--- src/rtl/wb_dst_pipe.sv ---
// rtl/wb_dst_pipe.sv - destination/Tnew tracking across E, M, W with D-stage stall and forward selects
// Define WB_DST_PIPE_W_FWD_EN to let a W-stage match produce forward select 1.
module wb_dst_pipe #(
    parameter int TW = 2
) (
    input  logic          clk,
    input  logic          reset,
    input  logic [4:0]    A3_D,
    input  logic [TW-1:0] Tnew_D,
    input  logic [4:0]    rs_D,
    input  logic [4:0]    rt_D,
    input  logic [TW-1:0] Tuse_rs,
    input  logic [TW-1:0] Tuse_rt,
    input  logic          flush_E,
    output logic          stall,
    output logic [1:0]    fwd_rs_D,
    output logic [1:0]    fwd_rt_D,
    output logic [4:0]    A3_E,
    output logic [4:0]    A3_M,
    output logic [4:0]    A3_W,
    output logic [TW-1:0] Tnew_E,
    output logic [TW-1:0] Tnew_M
);

    logic [4:0]    r_a3_e;
    logic [4:0]    r_a3_m;
    logic [4:0]    r_a3_w;
    logic [TW-1:0] r_tnew_e;
    logic [TW-1:0] r_tnew_m;

    logic          w_me_rs;
    logic          w_me_rt;
    logic          w_mm_rs;
    logic          w_mm_rt;
    logic          w_stall;
    logic          w_bubble;
    logic [TW-1:0] w_tnew_e_dec;
    logic [1:0]    w_fwd_rs;
    logic [1:0]    w_fwd_rt;

    // $0 is never a real destination, so a zero A3 never matches
    assign w_me_rs = (r_a3_e != 5'd0) && (r_a3_e == rs_D);
    assign w_me_rt = (r_a3_e != 5'd0) && (r_a3_e == rt_D);
    assign w_mm_rs = (r_a3_m != 5'd0) && (r_a3_m == rs_D);
    assign w_mm_rt = (r_a3_m != 5'd0) && (r_a3_m == rt_D);

`ifdef WB_DST_PIPE_W_FWD_EN
    logic w_mw_rs;
    logic w_mw_rt;
    assign w_mw_rs = (r_a3_w != 5'd0) && (r_a3_w == rs_D);
    assign w_mw_rt = (r_a3_w != 5'd0) && (r_a3_w == rt_D);
`endif

    assign w_stall = (w_me_rs && (r_tnew_e > Tuse_rs)) ||
                     (w_mm_rs && (r_tnew_m > Tuse_rs)) ||
                     (w_me_rt && (r_tnew_e > Tuse_rt)) ||
                     (w_mm_rt && (r_tnew_m > Tuse_rt));

    assign w_bubble     = w_stall || flush_E;
    assign w_tnew_e_dec = (r_tnew_e == '0) ? '0 : (r_tnew_e - TW'(1));

    // The youngest matching stage wins even when its value is not ready yet
    always_comb begin
        w_fwd_rs = 2'd0;
        if (w_me_rs) begin
            w_fwd_rs = (r_tnew_e == '0) ? 2'd3 : 2'd0;
        end else if (w_mm_rs) begin
            w_fwd_rs = (r_tnew_m == '0) ? 2'd2 : 2'd0;
        end
`ifdef WB_DST_PIPE_W_FWD_EN
        else if (w_mw_rs) begin
            w_fwd_rs = 2'd1;
        end
`endif
    end

    always_comb begin
        w_fwd_rt = 2'd0;
        if (w_me_rt) begin
            w_fwd_rt = (r_tnew_e == '0) ? 2'd3 : 2'd0;
        end else if (w_mm_rt) begin
            w_fwd_rt = (r_tnew_m == '0) ? 2'd2 : 2'd0;
        end
`ifdef WB_DST_PIPE_W_FWD_EN
        else if (w_mw_rt) begin
            w_fwd_rt = 2'd1;
        end
`endif
    end

    always_ff @(posedge clk or negedge reset) begin
        if (!reset) begin
            r_a3_e   <= 5'd0;
            r_tnew_e <= '0;
            r_a3_m   <= 5'd0;
            r_tnew_m <= '0;
            r_a3_w   <= 5'd0;
        end else begin
            r_a3_w   <= r_a3_m;
            r_a3_m   <= r_a3_e;
            r_tnew_m <= w_tnew_e_dec;
            if (w_bubble) begin
                r_a3_e   <= 5'd0;
                r_tnew_e <= '0;
            end else begin
                r_a3_e   <= A3_D;
                r_tnew_e <= Tnew_D;
            end
        end
    end

    assign stall    = w_stall;
    assign fwd_rs_D = w_fwd_rs;
    assign fwd_rt_D = w_fwd_rt;
    assign A3_E     = r_a3_e;
    assign A3_M     = r_a3_m;
    assign A3_W     = r_a3_w;
    assign Tnew_E   = r_tnew_e;
    assign Tnew_M   = r_tnew_m;

endmodule

--- config.mk ---
export PLATFORM = sky130hd
export DESIGN_NAME = wb_dst_pipe
export DESIGN_NICKNAME = d
export VERILOG_FILES = /design/src/rtl/wb_dst_pipe.sv
export SDC_FILE = /design/constraint.sdc
export NUM_CORES = 1
export LEC_CHECK = 0
export ABC_AREA = 0
export CORE_MARGIN = 2
export CORE_UTILIZATION = 40
export DETAILED_ROUTE_END_ITERATION = 10
export PLACE_DENSITY = 0.83
export SLEW_MARGIN = 20
export SYNTH_ARGS = -nofsm -noshare
export SYNTH_HDL_FRONTEND = slang
export SYNTH_SLANG_ARGS = --single-unit
--- constraint.sdc ---
create_clock -name clk -period 5.5 [get_ports clk]
set_input_delay 1.1 -clock clk [delete_from_list [all_inputs] [get_ports clk]]
set_output_delay 1.1 -clock clk [all_outputs]
set_load 0.005 [all_outputs]
==> flow_summary.toml <==
[outcome]
outcome = "complete, no violations"

[final_layout]
final_cell_mix = "clkdlybuf4s50_1 (47), dfrtp_1 (19), xor2_1 (11), xnor2_1 (9)"
layout.nets = 186
drive_above_1_share = 0.05882
area_growth_pct = 45.51
final_common_cell = "clkdlybuf4s50_1"
fill_cells = 233
postLayoutCoreUtil = 0.6087
diodes = 0

[routing]
top_layer = "met4"
via_count = 1043
wl_met1_um = 1149
met2_length_um = 1444
avgRoutedWirePerCell_um = 15.67
first_pass_iters = 4
ant_nets = 0
via_per_inst = 5.668
drc_errors = 0
drt-initial-drc-count = 37
totalWireLength_um = 2883
routed-wl-met3_um = 234

[pwr]
p_leak_uw = 0.0007334
pwr_density_cell_nw_per_um2 = 189.0
ir_worst_vdd_mv = 0.1297

[sta]
fin_crit_ns = 4.566
fin_skew_ns = 0.0005627
fmax_mhz = 219.0
post-route-period-util = 0.8301
relSlewSlack = 0.4561
finalSetupTns_ns = 0
worstMarginPinSlew_ns = 0.8133
setup_viol = 0
slew_viol_final = 0
rsz0062_at_grt = "false"
hold_viol_final = 0

[die]
start_util = 0.4183
core_area_sq_um = 2734
pin_count = 48
row_count = 19
dieArea_sq_um = 3303
die_w_um = 57.47
die_h_um = 57.47

[setup_path]
critPathLaunchType = "primary input"
critPathCaptureType = "output pin"
path_max_fanout = 8
cp.arrival_ns = 3.47
crit_type = "primary input to output pin"
cp.required_ns = 4.40

[placement]
dp_hpwl_um = 2380
io_buffers = 47
gp_congestion = 0.7927

[cts]
cts_tree = "built"
clock_sinks = 19
root_buffer = "clkbuf_4"
clk_pin_slew_ns = 0.10
post_cts_resized = 0
htree_num_levels = 1
clkLatencyLatePin_ns = 0.29
cts_hold_buf = 0
cts_setup_buffers = 0
cts_buffers = 3
cts_buffer_depth = 2

[synth]
netlist_area_sq_um = 1144
synth.area.top_cells = "dfrtp_1 (42%), ha_1 (8.8%), xor2_1 (8.4%), xnor2_1 (6.9%), o311ai_0 (5.4%)"
synth_area_leader_cell = "dfrtp_1"
async_flop_share = 1.000
synth_cell_types = 28
syn_inst = 104
ys_seq_elements = 19
synth_edf_count = 0
synth_seq_area_share = 0.4158
synth_nets = 136
synth_ff_type = "dfrtp_1"
syn_area_per_cell_sq_um = 11.00
yosys_warnings = 0
yosysTopAreaCellShare = 0.4158

[grt]
grt_pass1_vias = 1072
grt_antenna_before_repair = 0
grt-ovfl-total = 0
grt_start_max_net_pins = 20
grt_pass1_wl_um = 4636
grt_usage = 0.1818

[flow_run]
maxCapViolations = 0

[min_path]
worstHoldPathType = "flop to flop"
## final timing paths
check / start / end / slack (ns) / cells past startpoint
worst max register to register: A3_M[1]$_DFF_PN0_ / A3_E[1]$_DFF_PN0_ / 3.51 / 4
worst min register to register: A3_E[0]$_DFF_PN0_ / A3_M[0]$_DFF_PN0_ / 0.50 / 0
worst max-delay path: Tuse_rs[1] / stall / 0.93 / 8
min in group asynchronous: reset / Tnew_M[0]$_DFF_PN0_ / 1.27 / 1
worst min-delay path: A3_E[0]$_DFF_PN0_ / A3_M[0]$_DFF_PN0_ / 0.50 / 0
max in group asynchronous: reset / A3_M[0]$_DFF_PN0_ / 3.73 / 1
## sequential cells by signal (all words and copies together) (netlist names)
| name | count |
|---|---|
| A3_E | 5 |
| A3_M | 5 |
| A3_W | 5 |
| Tnew_E | 2 |
| Tnew_M | 2 |
## cell type report
type	count	area, sq um	area share
multi-input cells	78	634.4	0.3812
flip-flops and latches	19	475.5	0.2857
repair buffers	47	470.5	0.2827
well taps	31	38.79	0.02331
clock buffers	4	26.28	0.01579
inverters	5	18.77	0.01128
## power by group
| part | internal, uW | switching [uW] | leakage [uW] |
|---|---|---|---|
| registers | 148 | 10.8 | 0.000247 |
| clock network | 28.2 | 39.1 | 0.0000150 |
| logic | 52.2 | 36.5 | 0.000472 |
| total | 228 | 86.5 | 0.000733 |
## worst max-delay path, stage by stage
cell	delay, ns
clkdlybuf4s50_1	0.45
inv_1	0.05
ha_1	0.30
nor2b_1	0.14
a2bb2oi_1	0.13
and4b_1	0.29
or4_4	0.53
clkdlybuf4s50_1	0.46
## logic make-up after synthesis
logic type,count (synthesis),synth area share
multiplexers,1,0.009846
adder cells (fa/ha/maj),8,0.08753
buffers and inverters,7,0.02954
XOR/XNOR,20,0.1532
AO/OA/AOI/OAI,15,0.1203
AND/OR/NAND/NOR,34,0.1838
flip-flops,19,0.4158
## synth_stat cells (3+ instances only)
library cell and n:
dfrtp_1 19, xor2_1 11, xnor2_1 9, ha_1 8, nor4_1 8, o311ai_0 7, inv_1 5, nor2b_1 5
nor3_1 5, nor2_1 4, nand2_1 3
## routing by layer
metal	GRT usage	vias to the layer above
met5	0	-
met4	0.06977	0
met3	0.03855	8
met2	0.3182	51
met1	0.2171	498
li1	-	486
## metrics by stage
step	hold WS, ns	cells	power [uW]	area [sq um]	worst slack [ns]
floorplan	0.4595	104	198.1	1144	1.880
global placement	0.4730	180	246.0	1638	1.001
global route	0.5232	184	330.7	1664	0.8388
CTS	0.5049	184	317.1	1664	0.9396
detailed placement	0.4810	180	249.9	1638	0.9510
finish	0.5000	184	314.5	1664	0.9344
No activity file was read; power rests on OpenSTA's default activity.
